==> config.mk <==
export PLATFORM = sky130hd
export DESIGN_NAME = i_memory
export DESIGN_NICKNAME = d
export VERILOG_FILES = /design/src/rtl/i_memory.sv
export SDC_FILE = /design/constraint.sdc
export NUM_CORES = 2
export LEC_CHECK = 0
export CORE_MARGIN = 4
export CORE_UTILIZATION = 55
export DETAILED_ROUTE_END_ITERATION = 10
export HOLD_SLACK_MARGIN = 0.1
export PLACE_DENSITY_LB_ADDON = 0.3
export SYNTH_ARGS = -nofsm -noshare
export SYNTH_HDL_FRONTEND = slang
export SYNTH_SLANG_ARGS = --single-unit
==> constraint.sdc <==
create_clock -name clk -period 7.3 [get_ports clk]
set_input_delay 0.73 -clock clk [delete_from_list [all_inputs] [get_ports clk]]
set_output_delay 0.73 -clock clk [all_outputs]
set_load 0.005 [all_outputs]
==> src/rtl/i_memory.sv <==
// LEGv8 MEM stage: EX/MEM stage register, branch resolution and a multi-cycle
// data RAM whose in-flight accesses stall the upstream pipeline.
//
// state | meaning
// IDLE  | no access in flight; stage register follows EX every cycle
// BUSY  | load/store waiting on the RAM; stage register frozen, mem_stall high
module i_memory #(
    parameter int WORD        = 64,
    parameter int DEPTH       = 64,
    parameter int WAIT_CYCLES = 2
) (
    input  logic            clk,
    input  logic            rst_n,
    input  logic [WORD-1:0] branch_target_in,
    input  logic [WORD-1:0] alu_result_in,
    input  logic            zero_in,
    input  logic [WORD-1:0] read_data2_in,
    input  logic [4:0]      write_register_in,
    input  logic            uncondbranch_in,
    input  logic            branch_in,
    input  logic            mem_read_in,
    input  logic            mem_write_in,
    input  logic            mem_to_reg_in,
    input  logic            reg_write_in,
    output logic            pc_src,
    output logic [WORD-1:0] branch_target,
    output logic [WORD-1:0] alu_result,
    output logic [WORD-1:0] read_data,
    output logic [4:0]      write_register,
    output logic            mem_to_reg,
    output logic            reg_write,
    output logic            mem_stall,
    output logic            addr_err
);

    localparam int         AW       = $clog2(DEPTH);
    localparam logic [2:0] WAIT_CNT = 3'(WAIT_CYCLES);

    typedef enum logic {IDLE, BUSY} state_t;

    state_t          state, state_next;
    logic [2:0]      cnt, cnt_next;
    logic            commit;

    logic            uncondbranch_q, branch_q, zero_q;
    logic            mem_read_q, mem_write_q, reg_write_q;
    logic [WORD-1:0] read_data2_q;

    logic [WORD-1:0] ram [DEPTH];
    logic [AW-1:0]   index;
    logic            in_range;

    // Stage register: frozen while an access is in flight.
    always_ff @(posedge clk or negedge rst_n) begin
        if (!rst_n) begin
            branch_target  <= '0;
            alu_result     <= '0;
            zero_q         <= 1'b0;
            read_data2_q   <= '0;
            write_register <= '0;
            uncondbranch_q <= 1'b0;
            branch_q       <= 1'b0;
            mem_read_q     <= 1'b0;
            mem_write_q    <= 1'b0;
            mem_to_reg     <= 1'b0;
            reg_write_q    <= 1'b0;
        end else if (!mem_stall) begin
            branch_target  <= branch_target_in;
            alu_result     <= alu_result_in;
            zero_q         <= zero_in;
            read_data2_q   <= read_data2_in;
            write_register <= write_register_in;
            uncondbranch_q <= uncondbranch_in;
            branch_q       <= branch_in;
            mem_read_q     <= mem_read_in;
            mem_write_q    <= mem_write_in;
            mem_to_reg     <= mem_to_reg_in;
            reg_write_q    <= reg_write_in;
        end
    end

    always_ff @(posedge clk or negedge rst_n) begin
        if (!rst_n) begin
            state <= IDLE;
            cnt   <= '0;
        end else begin
            state <= state_next;
            cnt   <= cnt_next;
        end
    end

    // In IDLE the stage register always loads, so a new memory op starts here.
    always_comb begin
        state_next = state;
        cnt_next   = cnt;
        case (state)
            IDLE: begin
                if (mem_read_in || mem_write_in) begin
                    state_next = BUSY;
                    cnt_next   = WAIT_CNT;
                end
            end
            BUSY: begin
                cnt_next = cnt - 3'd1;
                if (cnt == 3'd1) begin
                    state_next = IDLE;
                end
            end
            default: begin
                state_next = IDLE;
                cnt_next   = '0;
            end
        endcase
    end

    always_comb begin
        mem_stall = (state == BUSY);
        commit    = (state == BUSY) && (cnt == 3'd1);
    end

    assign index     = alu_result[AW+2:3];
    assign in_range  = ~|alu_result[WORD-1:AW+3];
    assign pc_src    = uncondbranch_q | (branch_q & zero_q);
    assign reg_write = reg_write_q & ~mem_stall;

    always_ff @(posedge clk) begin
        if (commit && mem_write_q && in_range) begin
            ram[index] <= read_data2_q;
        end
    end

    // Nonblocking read of ram gives pre-write data when read and write coincide.
    always_ff @(posedge clk or negedge rst_n) begin
        if (!rst_n) begin
            read_data <= '0;
            addr_err  <= 1'b0;
        end else begin
            addr_err <= commit & ~in_range;
            if (commit && mem_read_q) begin
                read_data <= in_range ? ram[index] : '0;
            end
        end
    end

endmodule
==> results by group <==
Finish
  • Largest register FFs: about 4000
  • Area Growth Syn to Fin: 14.5%
  • Commonest non-fill, non-tap cell in the layout: edfxtp_1
  • Layout Nets: 9508
  • Layout cells sized above 1: 13.1%
  • Most frequent cells in the layout: edfxtp_1, a22oi_1, clkbuf_16
  • Most flops, register: ram

Synth
  • Netlist Area Pre-Place: 161000 um^2
  • EDFF count, synth: approximately 4000
  • Post-synth ARST share: under 10%
  • Post-Synthesis Cells: a little under 9000
  • Synth area leader: edfxtp_1
  • Sequential element share of the synthesized area: 80.4%
  • Synth cell types: between 50 and 60
  • Post-synthesis register bit count: 4369
  • Syn Nets: 9040
  • Synth Area per Inst: 18.3 um^2
  • YS warnings: 0
  • Ys flop type: edfxtp_1
  • Top post-synthesis cells by area: edfxtp_1, a22oi_1, dfrtp_1
  • Top cell type's share of synthesized area: 76.2%

CTS
  • Setup Buffers After CTS: 0
  • H-Tree Level Count: 5
  • TritonCTS clock tree: built
  • Clk root buf: clkbuf_16
  • Maximum buffer depth of the clock tree: 4
  • Post-cts gate resize count: 0
  • Clock Sinks: 4369
  • # hold bufs at CTS: 1
  • Total CTS buffers: 425
  • Clk Latency, worst-skew pair: just under 1 ns
  • Clock slew at reported path FFs: 0.06 ns

Worst setup path
  • R2R Path Start: alu_result[38]$_DFFE_PN0N_
  • Worst Setup EP: ram[24][53]$_DFFE_PP_
  • RR Endpoint: ram[24][53]$_DFFE_PP_
  • Stages on worst setup path: 8
  • Critical path's slowest cell: nor2_4
  • Worst setup startpoint: alu_result[38]$_DFFE_PN0N_
  • Cell Chain, Critical Path: nor4_2 -> buf_4 -> nand4_1 -> nor4_1 -> and3_1 -> nand2_1 -> nor2_4 -> buf_4
  • WP data arrival: 5.96 ns
  • FF-to-FF path depth: 8
  • CP Max Fanout: 31
  • Largest stage delay, worst path: ~1.1 ns
  • CP top delay family: simple AND/OR/NAND/NOR gates
  • Critical Path End Type: register
  • Worst EP required: 7.86 ns
  • Worst path bufs/invs: 2
  • Setup crit start kind: register
  • Reg-to-reg slack, setup: approximately 1.9 ns
  • Cell mode on critical path: buf_4
  • Crit Path Class: register to register

Floorplanning
  • Row count: 198
  • Full die area: 302000 um^2
  • I/O pins: 408
  • Die width: ~550 um
  • Core area: 292000 um^2
  • Die Height: 550 um
  • Initial Util: between 50 and 60%

Power
  • PwrDens: around 410 nW/um^2
  • P_leak: between 50 and 60 nW
  • Worst VDD drop: 0.613 mV

Detailed routing
  • Routed vias: between 90000 and 100k
  • Initial DRC count: 15800
  • Routed WL per cell: 36.0 um
  • DR DRC count: 0
  • DR vias/cell: 7.05
  • Antenna viol nets, final: 0
  • Drt pass-1 iters: 8
  • Post-Route WL: around 500000 um

Global route
  • Vias in the first global route: 92900
  • GRT Overall Usage: 31.7%
  • Largest net degree at the start of global routing: 151
  • Antenna violations before repair: 46
  • First-pass GRT wire length: 688000 um
  • Global route total overflow: 0

STA
  • Fmax: 185 MHz
  • Tightest Pin Transition: approximately 1.5 ns
  • Setup Viol. Count Final: 0
  • Rel. slew slack: 0.132%
  • Hold WS: 0.354 ns
  • Slew Viols, Final: 0
  • Worst Skew: approximately 0.076 ns
  • Hold Vio Cnt, Final: 0
  • RSZ-0062 raised after global routing: false
  • Min Tclk post-route: 5.39 ns
  • Setup TNS: 0 ns
  • Final period utilization: 73.9%

Status
  • Status: finished with violations
  • Failing checks: capacitance limit

Hold path
  • Hold Path Stages: 2
  • Worst Hold Class: input pin to register

Placement
  • DP HPWL: 278000 um
  • Placer congestion estimate: 0.928
  • PortBufs: just over 400

Run
  • Max-cap violation count: 1
## final cells by class
cell class / instances / area, um^2
Timing Repair Buffer: 713 / 7080
Fill cell: 19600 / 107000
Tap cell: 3900 / 4880
Antenna cell: 12 / 30.0
Sequential cell: 4369 / 130000
Clock inverter: 233 / 2310
Inverter: 5 / 26.3
Clock buffer: 560 / 11500
Multi-Input combinational cell: 3786 / 29100
## report_power, final
group	switching, mW	total [mW]	internal (mW)
clock network	9.44	21.8	12.3
registers	0.820	32.4	31.6
logic	16.4	22.1	5.68
## worst min-delay path by stage
| stage | from | end |
|---|---|---|
| floorplan | rst_n | addr_err$_DFF_PN0_ |
| global placement | reg_write_q$_DFFE_PN0N_ | reg_write_q$_DFFE_PN0N_ |
| detailed placement | branch_target[3]$_DFFE_PN0N_ | branch_target[3]$_DFFE_PN0N_ |
| CTS | read_data2_in[25] | read_data2_q[25]$_DFFE_PN0N_ |
| global route | read_data2_in[12] | read_data2_q[12]$_DFFE_PN0N_ |
| finish | read_data2_in[19] | read_data2_q[19]$_DFFE_PN0N_ |
## cells by family after synthesis
family | after synthesis | synth area share [%]
flops | 4369 | 80.4
mux | 272 | 2.13
xor+xnor | 1 | 0.00543
compound gates | 2665 | 12.3
fa+ha+maj | 2 | 0.0155
simple gates | 846 | 3.14
buf+inv | 677 | 1.98
## routing by layer
metal  up-vias  share of wire, %  GRT usage [%]
met5         -             0.087              0
met4        42               4.1           11.6
met3      1138                15           11.3
met2      7873                45           47.6
met1     48500                35           43.1
li1      38200                 -              -
## through the flow
stage / worst slack (ns) / cell area (um^2) / utilization (%) / power (mW) / instances
after CTS: 1.90 / 185000 / 63.4 / 75.7 / 13600
after detailed placement: 1.94 / 171000 / 58.6 / 54.3 / 12800
after global placement: 1.38 / 171000 / 58.6 / 53.7 / 12800
after global routing: 1.76 / 185000 / 63.4 / 78.3 / 13600
after floorplan: 2.45 / 161000 / - / 43.9 / 8832
final: 1.91 / 185000 / 63.4 / 76.3 / 13600
## Yosys cell counts (56+ instances only)
cell type / instances
nor2b_1: 179
nor4b_1: 180
a41oi_1: 301
dfrtp_1: 273
mux2_2: 208
nor2_1: 143
o21ai_0: 198
a21oi_1: 70
nand2_1: 147
nand4_1: 70
edfxtp_1: 4096
a22oi_1: 1566
a22o_1: 64
clkbuf_1: 360
a32oi_1: 181
nor4_1: 75
buf_2: 208
o2111ai_1: 56
a31oi_1: 182
No activity file was read; power rests on OpenSTA's default activity.
